--- src/rtl/id_scoreboard_if.sv ---
// id_scoreboard_if: ID-stage hazard scoreboard bundle.
// Master drives the decoded ID instruction, slave returns forwarding/stall.
//
// Signals (master -> slave):
//   ID_valid, ID_kill, ID_wrEn, ID_rD, ID_is_load, ID_ppp,
//   ID_is_branch, ID_src (src0 in top slice), ID_src_used (src0 = MSB)
// Signals (slave -> master):
//   ID_fwd_sel (src0 in top slice), ID_stall,
//   ID_stall_cause {load, partial, branch}, stall_count
interface id_scoreboard_if #(
  parameter int REG_W   = 5,
  parameter int NUM_SRC = 2,
  parameter int SELW    = 2
) ();

  logic                     ID_valid;
  logic                     ID_kill;
  logic                     ID_wrEn;
  logic [REG_W-1:0]         ID_rD;
  logic                     ID_is_load;
  logic [2:0]               ID_ppp;
  logic                     ID_is_branch;
  logic [NUM_SRC*REG_W-1:0] ID_src;
  logic [NUM_SRC-1:0]       ID_src_used;

  logic [NUM_SRC*SELW-1:0]  ID_fwd_sel;
  logic                     ID_stall;
  logic [2:0]               ID_stall_cause;
  logic [15:0]              stall_count;

  modport master (
    output ID_valid, ID_kill, ID_wrEn, ID_rD,
    output ID_is_load, ID_ppp, ID_is_branch,
    output ID_src, ID_src_used,
    input  ID_fwd_sel, ID_stall,
    input  ID_stall_cause, stall_count
  );

  modport slave (
    input  ID_valid, ID_kill, ID_wrEn, ID_rD,
    input  ID_is_load, ID_ppp, ID_is_branch,
    input  ID_src, ID_src_used,
    output ID_fwd_sel, ID_stall,
    output ID_stall_cause, stall_count
  );

endinterface

--- src/rtl/id_scoreboard.sv ---
// id_scoreboard: tracks in-flight writers after ID, picks forwarding
// sources and raises load-use / partial-write / branch stalls.
//
// Ports:
//   clk   - clock
//   reset - synchronous, active-high
//   bus   - id_scoreboard_if.slave (ID instruction in, fwd/stall out)
// Stage k (1..PIPE_DEPTH) lives in slot_q[k-1]; fwd_sel value k means
// "forward from stage k", 0 means "read the register file".
module id_scoreboard #(
  parameter int REG_W        = 5,
  parameter int PIPE_DEPTH   = 3,
  parameter int NUM_SRC      = 2,
  parameter int LOAD_READY   = 2,
  parameter int BR_MIN_STAGE = 2,
  parameter int SELW         = 2
) (
  input logic            clk,
  input logic            reset,
  id_scoreboard_if.slave bus
);

  typedef struct packed {
    logic             v;
    logic             wr;
    logic [REG_W-1:0] rd;
    logic             ld;
    logic             part;
  } slot_t;

  slot_t       slot_q [PIPE_DEPTH];
  slot_t       slot_in;
  logic [15:0] cnt_q;

  logic [REG_W-1:0] src_a [NUM_SRC];
  logic             used_a [NUM_SRC];
  logic             hit   [NUM_SRC];
  int               mk    [NUM_SRC];
  logic             mld   [NUM_SRC];
  logic             mpt   [NUM_SRC];

  logic                    hz_ld;
  logic                    hz_pt;
  logic                    hz_br;
  logic                    any_hz;
  logic                    issue;
  logic                    stall;
  logic [NUM_SRC*SELW-1:0] sel_c;

  // Source s sits in the top-most slice for s=0.
  for (genvar g = 0; g < NUM_SRC; g++) begin : g_src
    assign src_a[g]  = bus.ID_src[(NUM_SRC-1-g)*REG_W +: REG_W];
    assign used_a[g] = bus.ID_src_used[NUM_SRC-1-g];
  end

  // Scan oldest to youngest so the youngest match overwrites.
  always_comb begin
    for (int s = 0; s < NUM_SRC; s++) begin
      hit[s] = 1'b0;
      mk[s]  = 0;
      mld[s] = 1'b0;
      mpt[s] = 1'b0;
      for (int k = PIPE_DEPTH-1; k >= 0; k--) begin
        if (slot_q[k].v && slot_q[k].wr &&
            slot_q[k].rd == src_a[s]) begin
          hit[s] = 1'b1;
          mk[s]  = k + 1;
          mld[s] = slot_q[k].ld;
          mpt[s] = slot_q[k].part;
        end
      end
    end
  end

  // Per-source resolution, first fitting rule wins.
  always_comb begin
    hz_ld = 1'b0;
    hz_pt = 1'b0;
    hz_br = 1'b0;
    sel_c = '0;
    for (int s = 0; s < NUM_SRC; s++) begin
      if (used_a[s] && hit[s]) begin
        if (mld[s] && mk[s] < LOAD_READY)
          hz_ld = 1'b1;
        else if (mpt[s])
          hz_pt = 1'b1;
        else if (bus.ID_is_branch &&
                 mk[s] < BR_MIN_STAGE)
          hz_br = 1'b1;
        else
          sel_c[(NUM_SRC-1-s)*SELW +: SELW] =
            SELW'(mk[s]);
      end
    end
  end

  assign issue  = bus.ID_valid & ~bus.ID_kill;
  assign any_hz = hz_ld | hz_pt | hz_br;
  assign stall  = issue & any_hz;

  assign bus.ID_stall       = stall;
  assign bus.ID_stall_cause = issue ?
                              {hz_ld, hz_pt, hz_br} : 3'b000;
  // A partially resolved operand set is useless, so all selects drop.
  assign bus.ID_fwd_sel     = any_hz ? '0 : sel_c;
  assign bus.stall_count    = cnt_q;

  always_comb begin
    slot_in = '0;
    if (issue && !stall) begin
      slot_in.v    = 1'b1;
      slot_in.wr   = bus.ID_wrEn;
      slot_in.rd   = bus.ID_rD;
      slot_in.ld   = bus.ID_is_load;
      slot_in.part = |bus.ID_ppp;
    end
  end

  always_ff @(posedge clk) begin
    if (reset) begin
      for (int k = 0; k < PIPE_DEPTH; k++)
        slot_q[k] <= '0;
      cnt_q <= '0;
    end else begin
      slot_q[0] <= slot_in;
      for (int k = 1; k < PIPE_DEPTH; k++)
        slot_q[k] <= slot_q[k-1];
      if (stall && cnt_q != 16'hFFFF)
        cnt_q <= cnt_q + 16'd1;
    end
  end

endmodule

--- src/flat_wrapper.sv ---
// flat-port wrapper written by rule: the top's interface ports become plain ports
module id_scoreboard_flat 
#(
  parameter int REG_W        = 5,
  parameter int PIPE_DEPTH   = 3,
  parameter int NUM_SRC      = 2,
  parameter int LOAD_READY   = 2,
  parameter int BR_MIN_STAGE = 2,
  parameter int SELW         = 2
)
  (clk, reset, bus_ID_valid, bus_ID_kill, bus_ID_wrEn, bus_ID_rD, bus_ID_is_load, bus_ID_ppp, bus_ID_is_branch, bus_ID_src, bus_ID_src_used, bus_ID_fwd_sel, bus_ID_stall, bus_ID_stall_cause, bus_stall_count);
  id_scoreboard_if #(.REG_W(REG_W), .NUM_SRC(NUM_SRC), .SELW(SELW)) bus_i ();
  input logic clk;
  input logic reset;
  input wire logic [$bits(bus_i.ID_valid)-1:0] bus_ID_valid;
  input wire logic [$bits(bus_i.ID_kill)-1:0] bus_ID_kill;
  input wire logic [$bits(bus_i.ID_wrEn)-1:0] bus_ID_wrEn;
  input wire logic [$bits(bus_i.ID_rD)-1:0] bus_ID_rD;
  input wire logic [$bits(bus_i.ID_is_load)-1:0] bus_ID_is_load;
  input wire logic [$bits(bus_i.ID_ppp)-1:0] bus_ID_ppp;
  input wire logic [$bits(bus_i.ID_is_branch)-1:0] bus_ID_is_branch;
  input wire logic [$bits(bus_i.ID_src)-1:0] bus_ID_src;
  input wire logic [$bits(bus_i.ID_src_used)-1:0] bus_ID_src_used;
  output wire logic [$bits(bus_i.ID_fwd_sel)-1:0] bus_ID_fwd_sel;
  output wire logic [$bits(bus_i.ID_stall)-1:0] bus_ID_stall;
  output wire logic [$bits(bus_i.ID_stall_cause)-1:0] bus_ID_stall_cause;
  output wire logic [$bits(bus_i.stall_count)-1:0] bus_stall_count;
  assign bus_i.ID_valid = bus_ID_valid;
  assign bus_i.ID_kill = bus_ID_kill;
  assign bus_i.ID_wrEn = bus_ID_wrEn;
  assign bus_i.ID_rD = bus_ID_rD;
  assign bus_i.ID_is_load = bus_ID_is_load;
  assign bus_i.ID_ppp = bus_ID_ppp;
  assign bus_i.ID_is_branch = bus_ID_is_branch;
  assign bus_i.ID_src = bus_ID_src;
  assign bus_i.ID_src_used = bus_ID_src_used;
  assign bus_ID_fwd_sel = bus_i.ID_fwd_sel;
  assign bus_ID_stall = bus_i.ID_stall;
  assign bus_ID_stall_cause = bus_i.ID_stall_cause;
  assign bus_stall_count = bus_i.stall_count;
  id_scoreboard #(.REG_W(REG_W), .PIPE_DEPTH(PIPE_DEPTH), .NUM_SRC(NUM_SRC), .LOAD_READY(LOAD_READY), .BR_MIN_STAGE(BR_MIN_STAGE), .SELW(SELW)) u_core (.clk(clk), .reset(reset), .bus(bus_i));
endmodule
--- config.mk ---
export PLATFORM = sky130hd
export DESIGN_NAME = id_scoreboard_flat
export DESIGN_NICKNAME = d
export VERILOG_FILES = /design/src/rtl/id_scoreboard_if.sv /design/src/rtl/id_scoreboard.sv /design/src/flat_wrapper.sv
export SDC_FILE = /design/constraint.sdc
export NUM_CORES = 1
export LEC_CHECK = 0
export CAP_MARGIN = 20
export CORE_MARGIN = 10
export CORE_UTILIZATION = 45
export DETAILED_ROUTE_END_ITERATION = 8
export GPL_ROUTABILITY_DRIVEN = 1
export PLACE_DENSITY = 0.73
export SYNTH_ARGS = -nofsm -noshare
export SYNTH_HDL_FRONTEND = slang
export SYNTH_SLANG_ARGS = --single-unit
--- constraint.sdc ---
create_clock -name clk -period 3.3 [get_ports clk]
set_input_delay 0.33 -clock clk [delete_from_list [all_inputs] [get_ports clk]]
set_output_delay 0.33 -clock clk [all_outputs]
set_load 0.005 [all_outputs]
---- Word-level counts from Yosys, hierarchy flattened ----
Memory sizes are Yosys's and may differ from the RTL's.
Index checks and enable logic that the tools add are counted.
storage, ports and cells
  flip-flop bits (word level) ............. 16
  latch bits .............................. 0
  memory bits (writable) .................. 27
  bits in read-only memories .............. 0
  input bits .............................. 27
  output and inout bits ................... 24
  logic and storage cells ................. 98
  memories ................................ 1
memories
  memory         depth  width  read ports  clocked after memory_dff  write ports  line                 text
  u_core.slot_q  3      9      3           0                         3            id_scoreboard.sv:31  slot_t slot_q [PIPE_DEPTH];
cells by class
  add/subtract/negate cells ............... 1
  multipliers ............................. 0
  divide/modulo/power cells ............... 0
  order comparisons ....................... 2
  eq/ne operators ......................... 7
  shifts and indexed selects .............. 0
  muxes and demuxes ....................... 59
  bitwise gates (word level) .............. 8
  reduce and logical (&&, ||, !) cells .... 19
operators by type and width
  operator                                                          count
  1-bit two-way mux                                                 39
  9-bit two-way mux                                                 4
  5-bit equality test                                               6
  2-bit two-way mux                                                 14
  1-bit logical AND                                                 17
  16-bit by 1-bit adder with 16-bit output (second input constant)  1
  16-bit != test (second input constant)                            1
  1-bit OR                                                          5
  2-bit < comparator (second input constant)                        2
  4-bit two-way mux                                                 1
  3-bit two-way mux                                                 1
  3-bit OR reduction                                                1
  1-bit AND                                                         2
  1-bit logical NOT                                                 1
  1-bit inverter                                                    1

---- Longest topological paths before layout ----
An unclocked memory read counts as a cell.
  word-level depth ........................ 22
  gate-level depth with buffers ........... 8
  mapped depth without buffers ............ 7

---- Worst setup path after synthesis ----
Ideal clock, no wire load.
  path type ............................... input port to output port
  start point ............................. input bus_ID_src[9]
  end point ............................... output bus_ID_fwd_sel[3]
  data arrival time ....................... 2,111 ps
  slack ................................... 859 ps
  stages on the path ...................... 8
  buffers on the path ..................... 1
  path through ............................ xor2_1 or3_4 o211ai_2 a31oi_4 or3_1 buf_6 a211oi_1 and3_1
on the way
  longest elaborated chain between the ends .. 17
  elaborated cells between the ends (all ways) .. 47
  those cells by class .................... 1 x order compare; 3 x eq/ne; 35 x mux; 2 x bitwise; 6 x reduce/logical
ends and longest elaborated chain
  item                            line                                      text
  start, declared                 flat_wrapper.sv:22                        input wire logic [$bits(bus_i.ID_src)-1:0] bus_ID_src;
  5-bit equality test             id_scoreboard.sv:65                       slot_q[k].rd == src_a[s]) begin
  1-bit logical AND               id_scoreboard.sv:64                       if (slot_q[k].v && slot_q[k].wr &&
  2-bit two-way mux (3 in a row)  id_scoreboard.sv:64
  2-bit < comparator              id_scoreboard.sv:83, id_scoreboard.sv:88
  1-bit logical AND               id_scoreboard.sv:87                       else if (bus.ID_is_branch &&
  1-bit two-way mux               id_scoreboard.sv:87
  1-bit two-way mux               id_scoreboard.sv:85                       else if (mpt[s])
  1-bit two-way mux               id_scoreboard.sv:83                       if (mld[s] && mk[s] < LOAD_READY)
  1-bit two-way mux               id_scoreboard.sv:82                       if (used_a[s] && hit[s]) begin
  1-bit two-way mux               id_scoreboard.sv:87
  1-bit two-way mux               id_scoreboard.sv:85
  1-bit two-way mux               id_scoreboard.sv:83
  1-bit two-way mux               id_scoreboard.sv:82
  1-bit OR                        id_scoreboard.sv:98                       assign any_hz = hz_ld | hz_pt | hz_br;
  4-bit two-way mux *             id_scoreboard.sv:105                      assign bus.ID_fwd_sel = any_hz ? '0 : sel_c;
  end, declared                   flat_wrapper.sv:24                        output wire logic [$bits(bus_i.ID_fwd_sel)-1:0] bus_ID_fwd_sel;
Every way passes the cells marked *; elsewhere a longest branch is shown, timed or not.

---- Final worst setup path ----
  start point ............................. input bus_ID_src[0]
  end point ............................... output bus_ID_fwd_sel[1]
on the way
  longest elaborated chain between the ends .. 13
  elaborated cells between the ends (all ways) .. 38
  those cells by class .................... 1 x order compare; 3 x eq/ne; 26 x mux; 2 x bitwise; 6 x reduce/logical
ends and longest elaborated chain
  item                            line
  5-bit equality test             id_scoreboard.sv:65
  1-bit logical AND               id_scoreboard.sv:64
  2-bit two-way mux (3 in a row)  id_scoreboard.sv:64
  2-bit < comparator              id_scoreboard.sv:83, id_scoreboard.sv:88
  1-bit logical AND               id_scoreboard.sv:87
  1-bit two-way mux               id_scoreboard.sv:87
  1-bit two-way mux               id_scoreboard.sv:85
  1-bit two-way mux               id_scoreboard.sv:83
  1-bit two-way mux               id_scoreboard.sv:82
  1-bit OR                        id_scoreboard.sv:98
  4-bit two-way mux *             id_scoreboard.sv:105
Marked as above.

==> metrics.md <==
| Metric | Value |
|---|---|
| Status | finished, final reports clean |
| Mapped Nets | between 200 and 300 |
| WL final | 5.53 mm |
| Mean number of vias per cell | approximately 5.3 |
| I/O pin total | between 50 and 60 |
| Global-route usage over all layers | a little over an eighth |
| MaxCap Viol Count | 0 |
| RSZ-0062 raised after global routing | false |
| Ratio of cells with drive above 1 in the final layout | between 10% and 20% |
| Worst-path clk slew | around 0.09 ns |
| CTS Hold Bufs | 0 |
| Synth cell types | 45 |
| Syn Std Cell Area | about 2200 µm² |
| Max H-tree Level | 2 |
| DRT iter0 DRCs | approximately 160 |
| Worst EP required | a little under 3 ns |
| Core Box Area | around 4700 µm² |
| Syn avg cell area | 8.69 µm² |
| Root Driver | clkbuf_8 |
| Reg-to-Reg Start | u_core.slot_q[0][15] |
| Worst skew pair latency | about 0.30 ns |
| GRT busiest layer | met2 |
| Setup CP Type | in2out |
| Peak fanout along the critical path | 6 |
| Synth Register Bits | 41 |
| Worst-Margin Slew | 0.433 ns |
| DR pass1 iterations | 4 |
| DRC Markers | 0 |
| GRT met3 Usage | around 4.2% |
| Slew Limit Fails | 0 |
| Routability Congestion | ~0.88 |
| Post-synth top area cell | dfxtp_1 |
| Initial antenna violation count | 0 |
| Total power | approximately 1100 µW |
| Num CTS Buffers | 5 |
| Worst slack, placed | -0.136 ns |
| Initial core utilization | between 40% and 50% |
| Crit-path cells | clkdlybuf4s50_1, buf_4, xnor2_1, nand4_1, or3_1, a31oi_2, buf_4, nor3_4, and4_1, clkdlybuf4s50_1 |
| Synth top area share | a little under two fifths |
| CP Launch Point | bus_ID_src[0] |
| Die area | ~8100 µm² |
| Util after Layout | 64.6% |
| Leakage | 0.00115 µW |
| Yosys warns | 0 |
| Min-Delay Path Class | reg2reg |
| Crit. End Element | primary output |
| Sequential share of the synthesized area | between 30% and 40% |
| Setup ws final | ~0.14 ns |
| Finished Cell Area | ~3000 µm² |
| PwrDens | about 360 nW/µm² |
| Largest net degree at the start of global routing | 19 |
| Dominant synthesized flop cell | dfxtp_1 |
| Number of synthesized flops with an enable pin | 0 |
| Post-Syn Instances | 253 |
| Critical Path Max Stage Delay | around 0.52 ns |
| Clock Sinks | 41 |
| # fillers | ~390 |
| Antenna cells | 0 |
| Hold path startpoint | u_core.slot_q[0][7] |
| I/O Buffers | 50 |
| Slew margin rel. | between 70% and 80% |
| CP max-delay cell | clkdlybuf4s50_1 |
| Synth-to-layout area growth | 38.6% |
| DIE HEIGHT | approximately 90 µm |
| Final hold viol count | 0 |
| Dpl cells | 379 |
| Flop2flop setup slack | ~0.52 ns |
| Peak Freq | roughly 320 MHz |
| Delay-heaviest family, CP | buffers and inverters |
| Routed Antenna Nets | 0 |
| Multi-input combinational cell area | approximately 1300 µm² |
| Die width | 89.9 µm |
| Max Root-Sink Buffers | 2 |
| Final period util | 95.6% |
| Avg WL per Cell | roughly 14 µm |
| Critical path buffers and inverters | 4 |
| Worst VDD drop | around 340 µV |
| Post-DP HPWL | around 4.4 mm |
| Met2 Use GR | a little over a fifth |
| Placement Cell Area | approximately 2900 µm² |
| Vias in the first global route | 2007 |
| Final Skew | 0.00737 ns |
| Synth top area cells | dfxtp_1 (37%), xor2_1 (7.2%), nor2b_1 (5.7%) |
| Non-Filler Instances | ~390 |
| FFs w/ async S/R, synth | 0% |
| GR Overflow Total | 0 |
| Met1 Use GR | 16.8% |
| Global-route wire length before repair | between 9 and 10 mm |
| CTS tree | done |
| Tmin final | 3.16 ns |
| Routed via count | 2053 |
| CP arrival | roughly 2.8 ns |
| Row count | 25 |
| Seq. cell area | 821 µm² |
| Final setup viols | 0 |
| # nets final | between 300 and 400 |
| Startpoint Class | primary input |
report_power, final:
group	switching (µW)	internal, µW
clock network	187	301
registers	5.47	501
logic	48.7	58.5
total	241	860
state kept, by name, summed over array words and instances, names as in the netlist:
name,count
u_core.slot_q,25
u_core.bus.stall_count,16
synthesized netlist by cell type (2+ instances only):
master / number
nor3_1: 6
nand4_1: 9
buf_6: 2
and4_1: 3
mux2_1: 2
xnor2_1: 12
inv_1: 6
dfxtp_1: 41
a211oi_1: 2
nor4_1: 2
or3_1: 8
nand2_1: 12
a21oi_1: 12
nor2_1: 21
or3_4: 2
nor2b_1: 20
or4_1: 5
o22ai_1: 2
and2_1: 8
and3_1: 8
o31ai_1: 4
nand3_1: 13
o21ai_0: 8
clkbuf_1: 7
xor2_1: 18
cells in the final DEF (no fill, tap or decap), drive strengths merged, types with 2 or more instances in the layout:
master / Yosys / final
and3: 9 / 9
and2: 8 / 8
xnor2: 12 / 12
clkdlybuf4s50: 0 / 47
o21ai: 8 / 8
nor2: 21 / 21
nand2: 12 / 12
buf: 2 / 19
clkbuf: 7 / 5
nand3: 13 / 13
xor2: 18 / 18
inv: 6 / 6
or4: 5 / 5
nor3: 8 / 8
dlygate4sd2: 0 / 3
o31ai: 4 / 4
a211oi: 2 / 2
bufinv: 0 / 2
mux2: 4 / 4
a31oi: 2 / 2
a21oi: 12 / 12
nor2b: 20 / 20
or3: 10 / 10
nand4: 9 / 9
o22ai: 2 / 2
dfxtp: 41 / 41
and4: 3 / 3
nor4: 2 / 2
layer usage:
layer,up-vias,share of wire [%]
met1,951,46
met3,6,6.6
met4,0,1.4
met5,-,0
met2,60,45
li1,1036,-
metrics by stage:
stage                     hold slack, ns  setup TNS [ns]
after floorplan                    0.417               0
after global placement             0.444          -0.252
after detailed placement           0.452          -0.347
after CTS                          0.464               0
after global routing               0.482               0
final                              0.456               0
cell families after synthesis:
| kind of cell | count (synthesis) | synth area share, % |
|---|---|---|
| and+or+nand+nor | 123 | 32.3 |
| muxes | 4 | 2.22 |
| buffers and inverters | 15 | 3.24 |
| AOI/OAI and AO/OA | 39 | 12.4 |
| xor gates and xnor gates | 30 | 11.9 |
| DFF | 41 | 37.3 |
| adders and majority gates | 1 | 0.569 |
final timing paths:
path,to,cells after the start
max,bus_ID_fwd_sel[1],10
min,u_core.slot_q[0][16],1
max reg2reg,u_core.bus.stall_count[6],10
min reg2reg,u_core.slot_q[0][16],1
final cells by class:
| type | count | share of cell area, % |
|---|---|---|
| Clock buffer | 5 | 2.26 |
| Clock inverter | 3 | 2.13 |
| Inverter | 6 | 0.739 |
| Multi-Input combinational cell | 197 | 44.2 |
| Sequential cell | 41 | 26.9 |
| Tap cell | 67 | 2.75 |
| Timing Repair Buffer | 69 | 21.0 |
repair_timing:
| item | CTS | global route |
|---|---|---|
| buffers inserted | 0 | 1 |
| pin swaps | 0 | 1 |
| gates resized for setup | 9 | 2 |
| endpoints found under the setup margin | 4 | 3 |
| gates cloned | 0 | 0 |
No activity file was read; power rests on OpenSTA's default activity.
